## config.mk

```make
export PLATFORM = sky130hd
export DESIGN_NAME = eth_port_ctrl_regs
export DESIGN_NICKNAME = d
export VERILOG_FILES = /design/src/rtl/eth_port_ctrl_pkg.sv /design/src/rtl/eth_port_ctrl_frame_cnt.sv /design/src/rtl/eth_port_ctrl_regs.sv
export SDC_FILE = /design/constraint.sdc
export NUM_CORES = 1
export LEC_CHECK = 0
export CAP_MARGIN = 25
export CORE_AREA = 2 2 108 100
export DETAILED_ROUTE_END_ITERATION = 7
export DIE_AREA = 0 0 110 102
export PLACE_DENSITY = 0.88
export SLEW_MARGIN = 20
export SYNTH_ARGS = -nofsm -noshare
export SYNTH_HDL_FRONTEND = slang
export SYNTH_HIERARCHICAL = 1
export SYNTH_SLANG_ARGS = --single-unit
```

## constraint.sdc

```tcl
create_clock -name aclk -period 2.6 [get_ports aclk]
set_input_delay 0.52 -clock aclk [delete_from_list [all_inputs] [get_ports aclk]]
set_output_delay 0.52 -clock aclk [all_outputs]
set_load 0.01 [all_outputs]
```

## src/rtl/eth_port_ctrl_pkg.sv

```systemverilog
// rtl/eth_port_ctrl_pkg.sv - register offsets, AXI response codes and FSM types for the port control window
package eth_port_ctrl_pkg;

    localparam logic [2:0] REG_ID        = 3'd0;
    localparam logic [2:0] REG_STATUS    = 3'd1;
    localparam logic [2:0] REG_CTRL      = 3'd2;
    localparam logic [2:0] REG_SCRATCH   = 3'd3;
    localparam logic [2:0] REG_RX_FRAMES = 3'd4;

    localparam logic [1:0] RESP_OKAY   = 2'b00;
    localparam logic [1:0] RESP_SLVERR = 2'b10;

    localparam int CTRL_LOOPBACK_BIT = 0;
    localparam int CTRL_TX_EN_BIT    = 1;

    typedef enum logic [1:0] {
        WR_IDLE,
        WR_HAVE_AW,
        WR_HAVE_W,
        WR_RESP
    } wr_state_t;

    typedef enum logic {
        RD_IDLE,
        RD_RESP
    } rd_state_t;

    function automatic logic [31:0] merge_wstrb(input logic [31:0] cur,
                                                input logic [31:0] wdata,
                                                input logic [3:0]  strb);
        logic [31:0] res;
        for (int b = 0; b < 4; b++) begin
            res[8*b +: 8] = strb[b] ? wdata[8*b +: 8] : cur[8*b +: 8];
        end
        return res;
    endfunction

endpackage

```

## src/rtl/eth_port_ctrl_frame_cnt.sv

```systemverilog
// rtl/eth_port_ctrl_frame_cnt.sv - saturating clear-on-read received-frame counter
module eth_port_ctrl_frame_cnt (
    input  logic        clk,
    input  logic        reset,
    input  logic        inc,
    input  logic        clr,
    output logic [31:0] count
);

    // A pulse landing on the clearing read is kept so no frame is lost.
    always_ff @(posedge clk) begin
        if (reset) begin
            count <= 32'd0;
        end else if (clr) begin
            count <= {31'd0, inc};
        end else if (inc && (count != 32'hFFFF_FFFF)) begin
            count <= count + 32'd1;
        end
    end

endmodule

```

## src/rtl/eth_port_ctrl_regs.sv

```systemverilog
// rtl/eth_port_ctrl_regs.sv - AXI4-Lite port control registers; ETH_PORT_CTRL_FRAME_CNT_EN enables RX_FRAMES
module eth_port_ctrl_regs
    import eth_port_ctrl_pkg::*;
#(
    parameter int          ADDR_WIDTH = 16,
    parameter logic [31:0] ID_VALUE   = 32'h4554_4831,
    parameter logic [31:0] CTRL_RESET = 32'h0000_0001
) (
    input  logic                  aclk,
    input  logic                  areset,
    input  logic [ADDR_WIDTH-1:0] s_axi_awaddr,
    input  logic                  s_axi_awvalid,
    output logic                  s_axi_awready,
    input  logic [31:0]           s_axi_wdata,
    input  logic [3:0]            s_axi_wstrb,
    input  logic                  s_axi_wvalid,
    output logic                  s_axi_wready,
    output logic [1:0]            s_axi_bresp,
    output logic                  s_axi_bvalid,
    input  logic                  s_axi_bready,
    input  logic [ADDR_WIDTH-1:0] s_axi_araddr,
    input  logic                  s_axi_arvalid,
    output logic                  s_axi_arready,
    output logic [31:0]           s_axi_rdata,
    output logic [1:0]            s_axi_rresp,
    output logic                  s_axi_rvalid,
    input  logic                  s_axi_rready,
    input  logic [7:0]            link_status,
    input  logic                  rx_frame_pulse,
    output logic                  line_loopback_en,
    output logic                  tx_enable
);

    wr_state_t   wr_state, wr_state_nxt;
    rd_state_t   rd_state, rd_state_nxt;
    logic [2:0]  awidx_q;
    logic [31:0] wdata_q;
    logic [3:0]  wstrb_q;
    logic        aw_hs, w_hs, ar_hs, do_write;
    logic [2:0]  wr_idx, rd_idx;
    logic [31:0] wr_data;
    logic [3:0]  wr_strb;
    logic [1:0]  ctrl_q;
    logic [31:0] scratch_q;
    logic [1:0]  bresp_q;
    logic [31:0] rdata_q, rd_data_c;
    logic [1:0]  rresp_q, rd_resp_c;
    logic [31:0] frame_count;
    logic        unused_bits;

    always_comb begin
        wr_state_nxt  = wr_state;
        do_write      = 1'b0;
        s_axi_awready = (wr_state == WR_IDLE) || (wr_state == WR_HAVE_W);
        s_axi_wready  = (wr_state == WR_IDLE) || (wr_state == WR_HAVE_AW);
        aw_hs         = s_axi_awvalid && s_axi_awready;
        w_hs          = s_axi_wvalid && s_axi_wready;
        case (wr_state)
            WR_IDLE: begin
                if (aw_hs && w_hs) begin
                    wr_state_nxt = WR_RESP;
                    do_write     = 1'b1;
                end else if (aw_hs) begin
                    wr_state_nxt = WR_HAVE_AW;
                end else if (w_hs) begin
                    wr_state_nxt = WR_HAVE_W;
                end
            end
            WR_HAVE_AW: if (w_hs) begin
                wr_state_nxt = WR_RESP;
                do_write     = 1'b1;
            end
            WR_HAVE_W: if (aw_hs) begin
                wr_state_nxt = WR_RESP;
                do_write     = 1'b1;
            end
            WR_RESP: if (s_axi_bready) wr_state_nxt = WR_IDLE;
            default: wr_state_nxt = WR_IDLE;
        endcase
    end

    // The beat completing the pair is taken straight from the bus; the earlier one from its holding flop.
    assign wr_idx  = (wr_state == WR_HAVE_AW) ? awidx_q : s_axi_awaddr[4:2];
    assign wr_data = (wr_state == WR_HAVE_W) ? wdata_q : s_axi_wdata;
    assign wr_strb = (wr_state == WR_HAVE_W) ? wstrb_q : s_axi_wstrb;

    always_ff @(posedge aclk) begin
        if (areset) begin
            wr_state  <= WR_IDLE;
            awidx_q   <= 3'd0;
            wdata_q   <= 32'd0;
            wstrb_q   <= 4'd0;
            ctrl_q    <= CTRL_RESET[1:0];
            scratch_q <= 32'd0;
            bresp_q   <= RESP_OKAY;
        end else begin
            wr_state <= wr_state_nxt;
            if (aw_hs) awidx_q <= s_axi_awaddr[4:2];
            if (w_hs) begin
                wdata_q <= s_axi_wdata;
                wstrb_q <= s_axi_wstrb;
            end
            if (do_write) begin
                bresp_q <= ((wr_idx == REG_CTRL) || (wr_idx == REG_SCRATCH)) ? RESP_OKAY : RESP_SLVERR;
                if ((wr_idx == REG_CTRL) && wr_strb[0]) ctrl_q <= wr_data[1:0];
                if (wr_idx == REG_SCRATCH) scratch_q <= merge_wstrb(scratch_q, wr_data, wr_strb);
            end
        end
    end

    assign s_axi_bvalid     = (wr_state == WR_RESP);
    assign s_axi_bresp      = bresp_q;
    assign line_loopback_en = ctrl_q[CTRL_LOOPBACK_BIT];
    assign tx_enable        = ctrl_q[CTRL_TX_EN_BIT];

    assign rd_idx        = s_axi_araddr[4:2];
    assign s_axi_arready = (rd_state == RD_IDLE);
    assign ar_hs         = s_axi_arvalid && s_axi_arready;

    always_comb begin
        rd_data_c = 32'd0;
        rd_resp_c = RESP_OKAY;
        case (rd_idx)
            REG_ID:        rd_data_c = ID_VALUE;
            REG_STATUS:    rd_data_c = {24'd0, link_status};
            REG_CTRL:      rd_data_c = {30'd0, ctrl_q};
            REG_SCRATCH:   rd_data_c = scratch_q;
`ifdef ETH_PORT_CTRL_FRAME_CNT_EN
            REG_RX_FRAMES: rd_data_c = frame_count;
`endif
            default:       rd_resp_c = RESP_SLVERR;
        endcase
    end

    always_comb begin
        rd_state_nxt = rd_state;
        case (rd_state)
            RD_IDLE: if (ar_hs) rd_state_nxt = RD_RESP;
            RD_RESP: if (s_axi_rready) rd_state_nxt = RD_IDLE;
            default: rd_state_nxt = RD_IDLE;
        endcase
    end

    always_ff @(posedge aclk) begin
        if (areset) begin
            rd_state <= RD_IDLE;
            rdata_q  <= 32'd0;
            rresp_q  <= RESP_OKAY;
        end else begin
            rd_state <= rd_state_nxt;
            if (ar_hs) begin
                rdata_q <= rd_data_c;
                rresp_q <= rd_resp_c;
            end
        end
    end

    assign s_axi_rvalid = (rd_state == RD_RESP);
    assign s_axi_rdata  = rdata_q;
    assign s_axi_rresp  = rresp_q;

`ifdef ETH_PORT_CTRL_FRAME_CNT_EN
    eth_port_ctrl_frame_cnt u_frame_cnt (
        .clk   (aclk),
        .reset (areset),
        .inc   (rx_frame_pulse),
        .clr   (ar_hs && (rd_idx == REG_RX_FRAMES)),
        .count (frame_count)
    );
    assign unused_bits = ^{s_axi_awaddr[ADDR_WIDTH-1:5], s_axi_awaddr[1:0],
                           s_axi_araddr[ADDR_WIDTH-1:5], s_axi_araddr[1:0]};
`else
    assign frame_count = 32'd0;
    assign unused_bits = ^{s_axi_awaddr[ADDR_WIDTH-1:5], s_axi_awaddr[1:0],
                           s_axi_araddr[ADDR_WIDTH-1:5], s_axi_araddr[1:0],
                           rx_frame_pulse, frame_count};
`endif

endmodule

```

==> flow_summary.toml, run 1 <==
[route]
first_iter_violations = 346
vias_per_cell = 5.59
drc_errors = 0
drtAntennaViolNets = 0
first_pass_iters = 5
vias = 4246
routed_wirelength_um = 11800
avgRoutedWirePerCell_um = 15.6

[worst_setup_path]
crit_path_end_kind = "output port"
required_ns = 2.08
cp_max_fo = 6
arrival_ns = 1.95
cp-start-kind = "register"
reg2reg_depth = 7
path_class = "register to output port"

[grt]
track_usage_pct = 21.5
first_global_vias = 3969
grt_max_degree = 81
grt_overflow = 0
grt_pass1_wl_um = 19100
antenna_found_initial = 0

[pwr]
power.internal_mw = 2.98
vdd_ir_drop_max_v = 0.000316
power_frac_seq_pct = 44.1
p_clk_share_pct = 26.2
p_leak_nw = 2.32
power_density_nw_per_um2 = 719
power_frac_comb_pct = 29.7
swShare_pct = 31.9
power_mw = 4.38
p_sw_mw = 1.40

[logic_synthesis]
ys_seq_area_share_pct = 45.5
synthArstFlopShare_pct = 0
synth-seq-cells = 110
ys_top_cells_by_count = "nand2_1, dfxtp_1, a21oi_1"
avgSynthCellArea_um2 = 8.76
synth-edff-count = 0
yosysMostFrequentCell = "nand2_1"
synth_top_area_share_pct = 45.5
synth_ff_type = "dfxtp_1"
synthTopCellsByArea = "dfxtp_1, nand2_1, mux2i_1, a22oi_1, a21oi_1"
yosysTopAreaCell = "dfxtp_1"
yosys_warnings = 6
synth_cell_type_count = 40
synth_cells = 552
netlist_area_um2 = 4840

[placement]
place_congestion = 0.828
placed_cell_area_um2 = 5860
pre_cts_ws_ns = 0.219
portBuffers = 97
hpwlAfterDp_um = 8670
dp_cells = 743

[timing]
finClkSkew_ns = 0.0101
hold_viol_final = 0
whs_ns = 0.462
timing.final.ws_setup_ns = 0.131
tightest_slew_ns = 0.712
rsz0062_at_grt = "false"
setup_viol = 0
fmax_mhz = 405
drv_slew = 0
finalCriticalPeriod_ns = 2.47
fin_tns_setup_ns = 0
relSlewSlack_pct = 52.5
fin_crit_sh_pct = 95.0

[cts]
ctsHoldBuffers = 0
cts.sinks = 110
cts-resized-gates = 0
clock_tree.root_cell = "clkbuf_8"
cts_buffers = 9
htreeDepth = 3
clk_pin_slew_ns = 0.10
postCtsSetupBuffers = 0
worst_skew_pair.late_latency_ns = 0.37
cts_tree = "done"
clockBufferDepth = 2

[die]
die-area_um2 = 11200
fp.dieW_um = 110
io-pin-count = 127
start_util_pct = 48.2
die_h_um = 102
coreArea_um2 = 10000
rows = 35

[layout]
diodes = 0
syn_to_final_growth_pct = 25.9
fin_cells = 759
register_area_um2 = 2200
final_layout_size_suffix_gt1_share_pct = 7.30
final_area_um2 = 6090
fin_nets = 714
final_util_pct = 60.7
fill_cells = 872
multi_input_area_um2 = 2400

[run_status]
status = "finished, final reports clean"

[worst_hold_path]
hp-class = "register to register"
hold_depth = 2

[flow_run]
max_cap_viol_count = 0
## placed cells by master (no fill, tap or decap), types with 2 or more instances in the layout
master,n
buf_4,11
nand2_1,114
mux2_2,8
nand2b_1,3
mux2_1,2
nor2_1,38
clkinv_4,2
or4_1,30
a22oi_1,33
nor2b_1,3
o21a_1,2
inv_1,5
conb_1,2
mux2i_1,39
clkdlybuf4s50_1,96
a21o_1,9
bufinv_16,2
o211ai_2,3
a21oi_1,45
and2_1,4
nand3_1,2
o211ai_1,25
o2bb2ai_1,2
ha_1,4
dfxtp_1,110
clkbuf_8,10
or2_2,2
o21ai_0,7
## critical path: stages (launching register included)
cell and delay, ns:
dfxtp_1 0.40, inv_1 0.10, ha_1 0.28, or2_2 0.33
clkdlybuf4s50_1 0.48
## sequential cells by signal, summed over array words and instances, names as in the netlist
name / cells
s_axi_rdata: 32
scratch_q: 32
wdata_q: 32
wstrb_q: 4
awidx_q: 3
ctrl_q: 2
wr_state: 2
s_axi_bresp: 1
s_axi_rresp: 1
s_axi_rvalid: 1
## layer usage
metal  routed length [µm]  global-route usage [%]
met3                  744                    3.57
met4                  121                    6.23
met1                 5600                    30.3
met2                 5350                    34.1
met5                    0                       0
## logic make-up after synthesis
| group | count (synthesis) | synth area share [%] |
|---|---|---|
| other cells | 1 | 0.0775 |
| simple gates | 202 | 19.6 |
| fa+ha+maj | 5 | 1.29 |
| mux | 49 | 10.4 |
| buf+inv | 54 | 4.97 |
| flops | 110 | 45.5 |
| compound gates | 131 | 18.1 |
## power groups by stage
stage	sequential (mW)	clock (mW)	combinational, mW
floorplan	1.95	0	0.913
detailed placement	1.97	0	1.30
global placement	1.95	0	1.24
finish	1.93	1.14	1.30
global route	1.95	1.23	1.43
CTS	1.93	1.17	1.30
## layout make-up
cell class | count | area share [%]
clock inverters | 6 | 1.54
multi-input cells | 389 | 39.5
flip-flops and latches | 110 | 36.2
repair buffers | 109 | 17.5
clock buffers | 10 | 2.26
well taps | 129 | 2.65
inverters | 6 | 0.370
## final timing paths
| check | startpoint | slack, ns | endpoint |
|---|---|---|---|
| setup / recovery | wr_state[0]$_SDFFE_PP0P_ | 0.13 | s_axi_awready |
| setup reg to reg | wr_state[0]$_SDFFE_PP0P_ | 0.35 | scratch_q[31]$_SDFFE_PP0P_ |
| hold / removal | wdata_q[22]$_SDFFE_PP0P_ | 0.46 | wdata_q[22]$_SDFFE_PP0P_ |
| hold reg to reg | wdata_q[22]$_SDFFE_PP0P_ | 0.46 | wdata_q[22]$_SDFFE_PP0P_ |
No activity file was read; power rests on OpenSTA's default activity.
==> run 2, diff against run 1 <==
--- a/config.mk
+++ b/config.mk
@@ -10,7 +10,6 @@
 export DETAILED_ROUTE_END_ITERATION = 7
 export DIE_AREA = 0 0 110 102
 export PLACE_DENSITY = 0.88
-export SLEW_MARGIN = 20
 export SYNTH_ARGS = -nofsm -noshare
 export SYNTH_HDL_FRONTEND = slang
 export SYNTH_HIERARCHICAL = 1
==> results of run 2 <==
The final DEF is identical to that of run 1; final timing and power are the same.
==> run 3, diff against run 2 <==
--- a/config.mk
+++ b/config.mk
@@ -6,10 +6,11 @@
 export NUM_CORES = 1
 export LEC_CHECK = 0
 export CAP_MARGIN = 25
-export CORE_AREA = 2 2 108 100
+export CORE_AREA = 2 2 107 99
 export DETAILED_ROUTE_END_ITERATION = 7
-export DIE_AREA = 0 0 110 102
-export PLACE_DENSITY = 0.88
+export DIE_AREA = 0 0 109 101
+export PLACE_DENSITY = 0.89
+export SETUP_SLACK_MARGIN = 0.3
 export SYNTH_ARGS = -nofsm -noshare
 export SYNTH_HDL_FRONTEND = slang
 export SYNTH_HIERARCHICAL = 1
==> constraint.sdc (replaced) <==
create_clock -name aclk -period 3.21 [get_ports aclk]
set_input_delay 0.642 -clock aclk [delete_from_list [all_inputs] [get_ports aclk]]
set_output_delay 0.642 -clock aclk [all_outputs]
set_load 0.01 [all_outputs]
==> run 3 against run 2 <==
Clock power down 26%. Routed wire length down 1.4%. Via count unchanged. Sequential power down 19%. Combinational power down 20%.
==> flow_summary.toml, run 3 (same netlist as run 1, synthesis figures left out) <==
[run_status]
status = "finished, final reports clean"

[layout]
syn_to_final_growth_pct = 25.0
layout_commonest_cell = "nand2_1"
multi_input_area_um2 = 2400
fin_nets = 711
fill_cells = 789
final_util_pct = 60.8
final_area_um2 = 6040
final_cell_mix = "nand2_1, dfxtp_1, clkdlybuf4s50_1, a21oi_1, mux2i_1"
final_layout_size_suffix_gt1_share_pct = 6.86
register_area_um2 = 2200
diodes = 0

[worst_setup_path]
arrival_ns = 2.00
path_class = "register to output port"
reg2reg_depth = 7
r2r_start = "wr_state[0]$_SDFFE_PP0P_"
cp-start-kind = "register"
reg2reg_slack_ns = 1.00
cp_max_fo = 16
required_ns = 2.57
endpoint = "s_axi_awready"
worstSetupStartpoint = "wr_state[0]$_SDFFE_PP0P_"
regToRegEndpoint = "ctrl_q[1]$_SDFFE_PP0P_"
crit_path_end_kind = "output port"

[cts]
ctsHoldBuffers = 0
clockBufferDepth = 2
cts_tree = "done"
cts_buffers = 9
cts-resized-gates = 0
worst_skew_pair.late_latency_ns = 0.36
htreeDepth = 3
cts.sinks = 110
postCtsSetupBuffers = 0
clk_pin_slew_ns = 0.09
clock_tree.root_cell = "clkbuf_8"

[placement]
hpwlAfterDp_um = 8270
pre_cts_ws_ns = 0.696
place_congestion = 0.816
portBuffers = 97
placed_cell_area_um2 = 5840

[timing]
finClkSkew_ns = 0.00967
tightest_slew_ns = 0.816
rsz0062_at_grt = "false"
timing.final.ws_setup_ns = 0.565
fin_tns_setup_ns = 0
drv_slew = 0
hold_viol_final = 0
finalCriticalPeriod_ns = 2.64
setup_viol = 0
fin_crit_sh_pct = 82.4
fmax_mhz = 378
relSlewSlack_pct = 45.6

[die]
coreArea_um2 = 9940
rows = 35
fp.dieW_um = 109
io-pin-count = 127
start_util_pct = 48.6
die-area_um2 = 11000
die_h_um = 101

[grt]
first_global_vias = 3881
grt_max_degree = 61
grt_overflow = 0
grt_pass1_wl_um = 18600
antenna_found_initial = 0
track_usage_pct = 21.1

[route]
routed_wirelength_um = 11700
vias_per_cell = 5.62
first_pass_iters = 5
avgRoutedWirePerCell_um = 15.4
vias = 4246
drc_errors = 0
drtAntennaViolNets = 0
first_iter_violations = 363

[flow_run]
max_cap_viol_count = 0

[pwr]
vdd_ir_drop_max_v = 0.000360
power_density_nw_per_um2 = 571
p_leak_nw = 2.30
power_mw = 3.45

[worst_hold_path]
hp-class = "register to register"
## run 3: how the worst min path moves through the flow
| stage | startpoint | to | slack (ns) | depth (start not counted) |
|---|---|---|---|---|
| after CTS | wstrb_q[1]$_SDFFE_PP0P_ | wstrb_q[1]$_SDFFE_PP0P_ | 0.46 | 2 |
| after detailed placement | wdata_q[19]$_SDFFE_PP0P_ | wdata_q[19]$_SDFFE_PP0P_ | 0.45 | 2 |
| after floorplan | awidx_q[2]$_SDFFE_PP0N_ | awidx_q[2]$_SDFFE_PP0N_ | 0.43 | 2 |
| after global routing | wdata_q[19]$_SDFFE_PP0P_ | wdata_q[19]$_SDFFE_PP0P_ | 0.48 | 2 |
| after global placement | wstrb_q[1]$_SDFFE_PP0P_ | wstrb_q[1]$_SDFFE_PP0P_ | 0.44 | 2 |
| final | wstrb_q[1]$_SDFFE_PP0P_ | wstrb_q[1]$_SDFFE_PP0P_ | 0.46 | 2 |
## run 3: worst max-delay path: stages (launching register included)
cell,delay (ns)
dfxtp_1,0.35
inv_1,0.13
ha_2,0.45
or2_2,0.19
clkdlybuf4s50_1,0.53
## run 3: through the flow
stage / hold WS [ns] / instances
CTS: 0.461 / 756
global route: 0.479 / 756
floorplan: 0.432 / 553
finish: 0.461 / 756
detailed placement: 0.448 / 740
global placement: 0.438 / 740
## run 3: final cells by class
class / count / area share (%)
clock buffer: 10 / 2.28
tap: 129 / 2.67
timing repair buffer: 106 / 17.3
sequential: 110 / 36.4
multi-input combinational: 389 / 39.8
clock inverter: 6 / 1.16
inverter: 6 / 0.373
## run 3: where the power goes
part           internal [mW]  leakage, nW  switching (mW)
Sequential              1.49        0.894          0.0736
Clock                  0.388        0.107           0.460
Combinational          0.444         1.30           0.596
## run 3: metal layers
metal	GRT usage (%)	part of all wire, %	up-vias
met4	6.51	1.1	0
met2	32.7	46	152
li1	-	-	2088
met3	4.72	7.7	14
met1	29.3	45	1992
met5	0	0	-
